==> config.mk <==
export PLATFORM = sky130hd
export DESIGN_NAME = rom_read_arbiter
export DESIGN_NICKNAME = d
export VERILOG_FILES = /design/src/rtl/rom_arb_pkg.sv /design/src/rtl/rr_arbiter2.sv /design/src/rtl/rom_read_arbiter.sv
export SDC_FILE = /design/constraint.sdc
export NUM_CORES = 1
export LEC_CHECK = 0
export CAP_MARGIN = 30
export CORE_AREA = 2 2 77 79
export DETAILED_ROUTE_END_ITERATION = 10
export DIE_AREA = 0 0 79 81
export HOLD_SLACK_MARGIN = 0.02
export PLACE_DENSITY = 0.77
export SYNTH_ARGS = -nofsm -noshare
export SYNTH_HDL_FRONTEND = slang
export SYNTH_SLANG_ARGS = --single-unit
==> constraint.sdc <==
create_clock -name clk -period 2.28 [get_ports clk]
set_input_delay 0.57 -clock clk [delete_from_list [all_inputs] [get_ports clk]]
set_output_delay 0.57 -clock clk [all_outputs]
set_load 0.1 [all_outputs]
==> src/rtl/rom_arb_pkg.sv <==
// rtl/rom_arb_pkg.sv - shared constants and address helper for the ROM read arbiter
package rom_arb_pkg;

    localparam int ROM_ADDR_W = 10;
    localparam int ROM_DATA_W = 32;

    localparam logic PORT_IFETCH = 1'b0;
    localparam logic PORT_DATA   = 1'b1;

    // Byte address to ROM word index; bits above the ROM depth are dropped.
    function automatic logic [31:0] word_index(input logic [31:0] addr, input int unsigned aw);
        return (addr >> 2) & ((32'd1 << aw) - 32'd1);
    endfunction

endpackage

==> src/rtl/rr_arbiter2.sv <==
// rtl/rr_arbiter2.sv - two-way round-robin arbiter with pointer register
module rr_arbiter2 (
    input  logic clk,
    input  logic rst,
    input  logic req0,
    input  logic req1,
    output logic gnt0,
    output logic gnt1,
    output logic gnt_id
);

    logic rr_ptr;

    always_comb begin
        gnt0 = 1'b0;
        gnt1 = 1'b0;
        if (!rst) begin
            if (req0 && (!req1 || rr_ptr == 1'b0)) begin
                gnt0 = 1'b1;
            end else if (req1) begin
                gnt1 = 1'b1;
            end
        end
    end

    assign gnt_id = gnt1;

    // The port just served loses the next conflict.
    always_ff @(posedge clk or posedge rst) begin
        if (rst) begin
            rr_ptr <= 1'b0;
        end else if (gnt0 || gnt1) begin
            rr_ptr <= ~gnt_id;
        end
    end

endmodule

==> src/rtl/rom_read_arbiter.sv <==
// rtl/rom_read_arbiter.sv - shares one sync-read ROM between fetch and load ports (option: ROM_ARB_RANGE_CHECK_EN)
module rom_read_arbiter
    import rom_arb_pkg::*;
#(
    parameter int ADDR_W = ROM_ADDR_W,
    parameter int DATA_W = ROM_DATA_W
) (
    input  logic              clk,
    input  logic              rst,
    input  logic              req0,
    input  logic [31:0]       addr0,
    output logic              gnt0,
    output logic              rvalid0,
    output logic [DATA_W-1:0] rdata0,
    input  logic              req1,
    input  logic [31:0]       addr1,
    output logic              gnt1,
    output logic              rvalid1,
    output logic [DATA_W-1:0] rdata1,
`ifdef ROM_ARB_RANGE_CHECK_EN
    output logic              rerr0,
    output logic              rerr1,
`endif
    output logic              rom_ce,
    output logic [31:0]       rom_addr,
    input  logic [DATA_W-1:0] rom_dout
);

    logic        gnt_id;
    logic        any_gnt;
    logic [31:0] addr_sel;
    logic        rsp_valid;
    logic        rsp_id;
    logic        rsp_err;
    logic        sel0;
    logic        sel1;

    rr_arbiter2 u_arb (
        .clk    (clk),
        .rst    (rst),
        .req0   (req0),
        .req1   (req1),
        .gnt0   (gnt0),
        .gnt1   (gnt1),
        .gnt_id (gnt_id)
    );

    assign any_gnt  = gnt0 | gnt1;
    assign addr_sel = (gnt_id == PORT_DATA) ? addr1 : addr0;
    assign rom_addr = word_index(addr_sel, ADDR_W);

`ifdef ROM_ARB_RANGE_CHECK_EN
    logic bad_addr;

    // A bad address still burns its grant slot but never touches the ROM.
    assign bad_addr = (addr_sel[31:ADDR_W+2] != '0) || (addr_sel[1:0] != 2'b00);
    assign rom_ce   = any_gnt & ~bad_addr;

    always_ff @(posedge clk or posedge rst) begin
        if (rst) begin
            rsp_valid <= 1'b0;
            rsp_id    <= 1'b0;
            rsp_err   <= 1'b0;
        end else begin
            rsp_valid <= any_gnt;
            rsp_id    <= gnt_id;
            rsp_err   <= any_gnt & bad_addr;
        end
    end

    assign rerr0 = sel0 & rsp_err;
    assign rerr1 = sel1 & rsp_err;
`else
    assign rom_ce  = any_gnt;
    assign rsp_err = 1'b0;

    always_ff @(posedge clk or posedge rst) begin
        if (rst) begin
            rsp_valid <= 1'b0;
            rsp_id    <= 1'b0;
        end else begin
            rsp_valid <= rom_ce;
            rsp_id    <= gnt_id;
        end
    end
`endif

    assign sel0    = rsp_valid && (rsp_id == PORT_IFETCH);
    assign sel1    = rsp_valid && (rsp_id == PORT_DATA);
    assign rvalid0 = sel0;
    assign rvalid1 = sel1;
    assign rdata0  = (sel0 && !rsp_err) ? rom_dout : '0;
    assign rdata1  = (sel1 && !rsp_err) ? rom_dout : '0;

endmodule

# Yosys cells after proc, flatten, opt, wreduce, memory -nomap -nowiden
# Index checks and enable logic that the tools add are counted.
# totals
regBits,3
inputBits,100
out_inout_bits,101
# classes
n_reduce_logical,6
mux,8
bitwise,4
# op_table
op,count
$mux 32,2
$mux 12,1
$mux 1,5
$logic_and 1x1->1,3
$not 1->1,3
$logic_or 1x1->1,2
$logic_not 1->1,1
$or 1x1->1,1

# Depth between registers and ports, before layout
# Gate-level depths: netlist (run 1).
# logic_depth
word_depth,6
ltp_mapped,4
ltp_nobuf,3

# Modules after synthesis
# Synthesis (run 1) repeated with hierarchy kept, for this count alone.
# unflattened
cells_unflattened,127
hier_area_um2,1056.0
# by_module_without_submodules
mod,area_per_inst_um2,seq_area_each_um2,cells_each,n_inst
rom_read_arbiter,978.4,50.0,118,1
rr_arbiter2,77.6,25.0,9,1

# Worst setup path before layout (run 1)
# OpenSTA, ideal clock, no wires.
# synth_timing
path_kind,input port to output port
from,input port req0
to,output port gnt0
setup_slack_ns,-1.137
t_arrival_ns,2.847
cell_stages,2
path_buffers,0
cell_sequence,inv_2 a211oi_1
# synth_between
elab_chain_len,3
# synth_rtl
item,line_no,source
start: declaration,rom_read_arbiter.sv:10,"input logic req0,"
$logic_and 1x1->1,rr_arbiter2.sv:18,if (req0 && (!req1 || rr_ptr == 1'b0)) begin
$mux 1,rr_arbiter2.sv:18,
$mux 1,rr_arbiter2.sv:17,if (!rst) begin
end: declaration,rom_read_arbiter.sv:12,"output logic gnt0,"
# Every way passes these cells.

# Worst setup path after layout (run 1)
# layout_timing
from,input port req0
to,output port rom_addr[1]
# layout_between
elab_chain_len,4
# layout_rtl
item,line_no,source
$logic_and 1x1->1,rr_arbiter2.sv:18,
$mux 1,rr_arbiter2.sv:18,
$mux 1,rr_arbiter2.sv:17,
$mux 12,rom_read_arbiter.sv:49,assign addr_sel = (gnt_id == PORT_DATA) ? addr1 : addr0;
end: declaration,rom_read_arbiter.sv:25,"output logic [31:0] rom_addr,"
# Every way passes these cells.

==> summary.txt, run 1 <==
Run status
  – Status: finished clean

Power
  – Leak pwr: 1.57 nW
  – Clock power frac: 0.107
  – Total power: 1.45 mW
  – Switching Share: 0.591
  – Switching power: 0.855 mW
  – PwrDens: 439 mW/mm^2
  – Gate power share: 0.843
  – P_int: 0.592 mW
  – Worst vdd ir: 0.351 mV
  – Sequential Power Share: 0.049

STA
  – Final slew viol count: 0
  – Final setup viols: 0
  – Final period util: 0.978
  – Final Hold Viols: 0
  – Worst Setup Slack, final: 0.0492 ns
  – RSZ-0062 raised after global routing: no
  – Clock Skew: 0.0000269 ns
  – Fmax: 448 MHz
  – Final Critical Period: 2.23 ns

Placement
  – Cell count after placement: 360
  – DP Worst Slack: -0.353 ns
  – Count of input and output buffers: 134
  – DPL Wire Length: 4340 um
  – Routability cong.: 0.698

Clock tree
  – Worst-Skew Late Latency: 0.21 ns
  – Num CTS Buffers: 3
  – Reg clk slew, reported paths: 0.03 ns
  – Clock root cell: clkbuf_8
  – Clk sinks: 3
  – Clock buffer depth: 2
  – H-tree depth: 1
  – CTS tree: done

Cells and area
  – # diodes: 0
  – Fill count: 457
  – Fin cells: 368
  – P&R area growth vs syn: 243%
  – Reg area: 77.6 sq um
  – Multi-input gate area: 762 sq um
  – Share of cells above drive strength 1: 0.447
  – Nets@finish: 394

Worst setup path
  – RR Endpoint: rsp_id
  – Critical Path AT: 1.66 ns
  – R2R setup slack: 1.04 ns
  – Worst Path Required: 1.71 ns
  – Critical Path End Type: output pin
  – Crit path max fanout: 4
  – Cells on worst reg2reg path: 5
  – Startpoint Class: primary input
  – FF-to-FF Start: u_arb.rr_ptr
  – WS Path Type: in2out

Yosys
  – Synth Cell Area: 961 sq um
  – Gate Count Post-Synth: 155
  – Seq cells post-synth: 3
  – Synth warn: 0
  – Yosys cell types: 19
  – Synth Area per Inst: 6.20 sq um
  – Yosys top cell by area: and3_1
  – Post-synth top area share: 0.208
  – Top post-synthesis cells by area: and3_1, buf_4, mux2_4, nor2_1, nand2_1
  – Sequential share of the synthesized area: 0.0781

Detailed routing
  – DR vias: 1497
  – Post-route DRC: 0
  – Initial drt markers: 42
  – Detailed Routing Iterations Pass 1: 4
  – Routed WL: 5270 um
  – Detail Route Antenna Nets: 0
  – Avg Vias per Cell: 4.07
  – Wire length per cell: 14.3 um

Die
  – Horiz. Die Dim: 79 um
  – Die area: 0.00640 sq mm
  – I/O Pins: 201
  – Core ar.: 0.00568 sq mm
  – Chip Height: 81 um
  – Row count: 28
  – Initial core utilization: 0.169

Global route
  – Largest net degree at the start of global routing: 31
  – Total grt overflow: 0
  – Gr usage total: 0.160
  – Initial antenna violation count: 0
  – Vias in the first global route: 1547
  – Global-route wire length before repair: 7920 um

Flow run
  – Max Cap Viol: 0

Min path
  – Hold WC Path Type: in2async
==> layout make-up <==
type	count	area share
Clock buffer	4	0.0137
Inverter	3	0.00417
Multi-Input combinational cell	133	0.231
Sequential cell	3	0.0235
Tap cell	75	0.0285
Timing Repair Buffer	150	0.699
==> layer usage <==
metal	wire length [um]	share of wire	track usage	up-vias
li1	-	-	-	732
met1	1690	0.32	0.153	667
met2	3020	0.57	0.325	90
met3	481	0.091	0.0533	8
met4	76	0.014	0.0414	0
met5	0	0	0	-
==> state kept, by name, indices dropped and copies added (netlist names) <==
signal,count
rsp_id,1
u_arb.rr_ptr,1
rsp_valid,1
==> placed cells by master, fill, tap and decap left out <==
| master | synthesis | routed |
|---|---|---|
| o211ai_4 | 0 | 1 |
| nand2_1 | 29 | 29 |
| and2_2 | 0 | 3 |
| buf_4 | 22 | 11 |
| dfrtp_2 | 0 | 2 |
| and2_1 | 4 | 1 |
| nor2b_2 | 0 | 1 |
| buf_6 | 1 | 2 |
| a31oi_1 | 1 | 1 |
| nor2_1 | 31 | 21 |
| a211oi_2 | 0 | 1 |
| conb_1 | 1 | 22 |
| a21oi_1 | 1 | 1 |
| inv_1 | 1 | 1 |
| buf_16 | 0 | 1 |
| clkdlybuf4s50_1 | 0 | 52 |
| buf_12 | 0 | 82 |
| inv_2 | 2 | 1 |
| clkbuf_2 | 0 | 2 |
| inv_4 | 0 | 1 |
| dfrtp_1 | 3 | 1 |
| mux2_2 | 1 | 1 |
| clkbuf_8 | 0 | 3 |
| mux2_4 | 9 | 9 |
| clkbuf_1 | 8 | 1 |
| and3_1 | 32 | 32 |
| nor2_2 | 0 | 10 |
==> critical path, stage by stage <==
cell and delay [ns]:
buf_6 0.08, inv_4 0.04, o211ai_4 0.23, buf_12 0.14, buf_16 0.10, mux2_4 0.31
buf_12 0.17
==> timing repair <==
action                                  CTS  global route
pin swaps                                 1             1
resized for setup                        11             6
buffers inserted                          3             1
hold buffers                              0             0
cloned                                    1             0
endpoints found under the setup margin   12            10
==> cells by family (layout without fill, tap and decap cells) <==
family | count (synthesis) | count (layout) | share of synthesized area
other cells | 1 | 22 | 0.00390
flops | 3 | 3 | 0.0781
mux | 10 | 10 | 0.152
buf+inv | 40 | 157 | 0.258
compound gates | 4 | 4 | 0.0326
simple gates | 97 | 97 | 0.475
==> synthesized netlist by cell type <==
cell and count:
clkbuf_1 8, a31oi_1 1, a211oi_1 1, inv_2 2
nand2_1 29, nor2_1 31, buf_6 1, conb_1 1
and3_1 32, o211ai_2 1, and2_1 4, a21oi_1 1
mux2_4 9, buf_2 6, mux2_2 1, dfrtp_1 3
buf_4 22, nor2b_1 1, inv_1 1
==> power by group through the flow <==
stage / clock, mW / sequential, mW / combinational (mW)
4_1_cts: 0.160 / 0.0739 / 1.22
3_3_place_gp: 0 / 0.0722 / 1.18
2_1_floorplan: 0 / 0.0642 / 0.799
3_5_place_dp: 0 / 0.0731 / 1.20
6_report: 0.155 / 0.0714 / 1.22
5_1_grt: 0.167 / 0.0722 / 1.25
==> worst max-delay path by stage <==
stage / from / to / slack [ns] / cells after the start
CTS: req1 / rom_addr[4] / 0.01 / 6
detailed placement: req0 / rom_addr[4] / -0.35 / 6
finish: req0 / rom_addr[1] / 0.05 / 7
global route: req0 / rom_addr[1] / 0.02 / 7
floorplan: rsp_id / rdata0[10] / -0.25 / 3
global placement: req0 / rom_addr[2] / -0.31 / 6
==> stage by stage <==
step	utilization	hold WS [ns]	area, sq um	setup TNS (ns)
6_report	0.581	0.361	3300	0
5_1_grt	0.581	0.367	3300	0
4_1_cts	0.583	0.432	3310	0
3_5_place_dp	0.563	0.560	3190	-3.45
3_3_place_gp	0.563	0.532	3190	-2.96
2_1_floorplan	-	0.325	1080	-6.03
Power figures use the tool's default switching activity.
==> run 2, diff against run 1 <==
- CTS_CLUSTER_DIAMETER: unset -> 50
- SETUP_SLACK_MARGIN: unset -> 0.2
==> run 2 against run 1 <==
  * Sequential share of layout area decreased by 0.13 points
  * Setup slack improved by 0.049 ns
  * First-iteration DRC count increased by 12%
  * Non-clock buffer count increased by 4
  * Worst hold slack got worse by 0.0059 ns
  * Total power increased by 2.4%
  * Via count increased by 2.2%
  * Sequential cell count unchanged
  * Critical path depth decreased by 1
  * Register-to-register slack got worse by 0.22 ns
  * Critical path type unchanged
  * Highest routed layer unchanged
==> summary.txt, run 2 (same netlist as run 1, synthesis figures left out) <==
Die
  – Row count: 28 (unchanged)
  – Initial core utilization: 0.169 (unchanged)
  – Horiz. Die Dim: 79 um (unchanged)
  – I/O Pins: 201 (unchanged)
  – Core ar.: 0.00568 sq mm (unchanged)
  – Chip Height: 81 um (unchanged)
  – Die area: 0.00640 sq mm (unchanged)

Detailed routing
  – Post-route DRC: 0 (unchanged)
  – DR vias: 1530 (+2.2%)
  – Detailed Routing Iterations Pass 1: 4 (unchanged)
  – Detail Route Antenna Nets: 0 (unchanged)
  – Routed WL: 4740 um (-10%)
  – Initial drt markers: 47 (+12%)
  – Avg Vias per Cell: 4.11 (+1.1%)
  – Wire length per cell: 12.7 um (-11%)

Cells and area
  – Post-route cell area: 0.00349 sq mm (+6.0%)
  – P&R area growth vs syn: 264%
  – Nets@finish: 398 (+1.0%)
  – Top flop regs: rsp_id (1), rsp_valid (1), u_arb.rr_ptr (1)
  – Multi-input gate area: 921 sq um (+21%)
  – Share of cells above drive strength 1: 0.525 (+0.0782)
  – Fin cells: 372 (+1.1%)
  – Most frequent cells in the layout: buf_12, clkdlybuf4s50_1, and3_1
  – Most common cell after layout, fill and taps aside: buf_12
  – Post-Route Utilization: 0.616 (+0.0346)
  – Fill count: 441 (-3.5%)
  – Reg area: 77.6 sq um (unchanged)
  – # diodes: 0 (unchanged)

Flow run
  – Max Cap Viol: 0 (unchanged)

Clock tree
  – CTS tree: done
  – Clock buffer depth: 2 (unchanged)
  – Worst-Skew Late Latency: 0.21 ns (about the same)
  – Clk sinks: 3 (unchanged)
  – Cts hold-fix bufs: 0 (unchanged)
  – Num CTS Buffers: 3 (unchanged)
  – Clock root cell: clkbuf_8
  – Reg clk slew, reported paths: 0.03 ns (about the same)
  – H-tree depth: 1 (unchanged)

Power
  – Total power: 1.48 mW (+2.4%)
  – Leak pwr: 1.60 nW (+1.9%)
  – Worst vdd ir: 0.261 mV (-26%)
  – PwrDens: 424 mW/mm^2 (-3.4%)

Worst setup path
  – Crit path to: rom_addr[0]
  – R2R setup slack: 0.82 ns (-0.22 ns)
  – Longest individual stage delay on the worst path: 0.31 ns (about the same)
  – Critical Path AT: 1.61 ns (-0.05 ns)
  – Crit path max fanout: 5 (+1)
  – Crit-path cells: clkdlybuf4s15_2 -> o211ai_4 -> buf_6 -> buf_16 -> mux2_4 -> buf_12
  – WS Path Type: in2out
  – Worst Path Required: 1.71 ns (about the same)
  – Setup crit start: req1
  – FF-to-FF Start: u_arb.rr_ptr
  – Startpoint Class: primary input
  – RR Endpoint: rsp_id
  – Cells on worst reg2reg path: 7 (+2)
  – Slowest library cell on the worst path: mux2_4
  – Critical Path End Type: output pin

STA
  – TNS Setup: 0 ns (unchanged)
  – Final period util: 0.957 (-0.0215)
  – RSZ-0062 raised after global routing: yes
  – Final slew viol count: 0 (unchanged)
  – Final setup viols: 0 (unchanged)
  – WHS: 0.355 ns (-0.00588 ns)
  – Final Critical Period: 2.18 ns (-0.0491 ns)
  – Clock Skew: 0.000000597 ns (-0.0000263 ns)
  – Worst Setup Slack, final: 0.0983 ns (+0.0491 ns)
  – Fmax: 458 MHz (+2.2%)
  – Final Hold Viols: 0 (unchanged)

Placement
  – DPL Wire Length: 4070 um (-6.1%)
  – Count of input and output buffers: 134 (unchanged)
  – Placed Area: 0.00334 sq mm (+4.5%)
  – Routability cong.: 0.686 (-1.7%)
  – DP Worst Slack: -0.336 ns (+0.0163 ns)
  – Cell count after placement: 362 (+0.56%)

Min path
  – Hold WC Path Type: in2async

Global route
  – Initial antenna violation count: 0 (unchanged)
  – Largest net degree at the start of global routing: 38 (+23%)
  – Vias in the first global route: 1450 (-6.3%)
  – Total grt overflow: 0 (unchanged)
  – Gr usage total: 0.135 (-0.0253)
  – Global-route wire length before repair: 6950 um (-12%)

Run status
  – Status: finished clean
[run 2: cell count changes in the layout (fill, tap and decap cells not counted), moves of 2 or more]
cell and change:
buf_4 +4, clkbuf_2 -2, and2_4 +3, nor2_4 +20, nor2_1 -20, and2_2 -3
[run 2: worst max-delay path: cells and delay by family]
family	cells	cell delay (ns)
AOI/OAI and AO/OA	1	0.10
muxes	1	0.31
buffers and inverters	4	0.63
[run 2: power by group]
| part | switching, mW | internal [mW] |
|---|---|---|
| Clock | 0.0354 | 0.119 |
| Sequential | 0.0105 | 0.0604 |
| Combinational | 0.824 | 0.431 |
| Total | 0.870 | 0.611 |
[run 2: layout make-up]
| type | instances | share of cell area |
|---|---|---|
| tap | 75 | 0.0269 |
| inverter | 3 | 0.00501 |
| sequential | 3 | 0.0222 |
| multi-input combinational | 133 | 0.264 |
| clock buffer | 4 | 0.0129 |
| timing repair buffer | 154 | 0.669 |
[run 2: worst min-delay path by stage]
stage                            start      endpoint  slack, ns  cells after the start
after CTS                          rst     rsp_valid       0.35                      3
after global routing               rst     rsp_valid       0.36                      3
after floorplan                    rst        rsp_id       0.32                      1
after detailed placement  u_arb.rr_ptr  u_arb.rr_ptr       0.56                      1
after global placement    u_arb.rr_ptr  u_arb.rr_ptr       0.54                      1
final                              rst  u_arb.rr_ptr       0.35                      3
[run 2: repair_timing]
action,4_1_cts,5_1_grt
gates cloned,1,0
hold endpoints to repair,0,0
pin swaps,1,2
buffers inserted,4,1
endpoints found under the setup margin,14,18
gates resized for setup,19,9
[run 2: per-layer routing]
metal  global-route usage  wire, um  up-vias
met4               0.0362        27        0
li1                     -         -      743
met2                0.264      2520      100
met5                    0         0        -
met1                0.143      1680      685
met3               0.0333       513        2
==> run 3, diff against run 2 <==
- CAP_MARGIN: 30 -> 20
==> results of run 3 <==
Same layout as run 2: the final DEF is identical, and so are final timing and power.
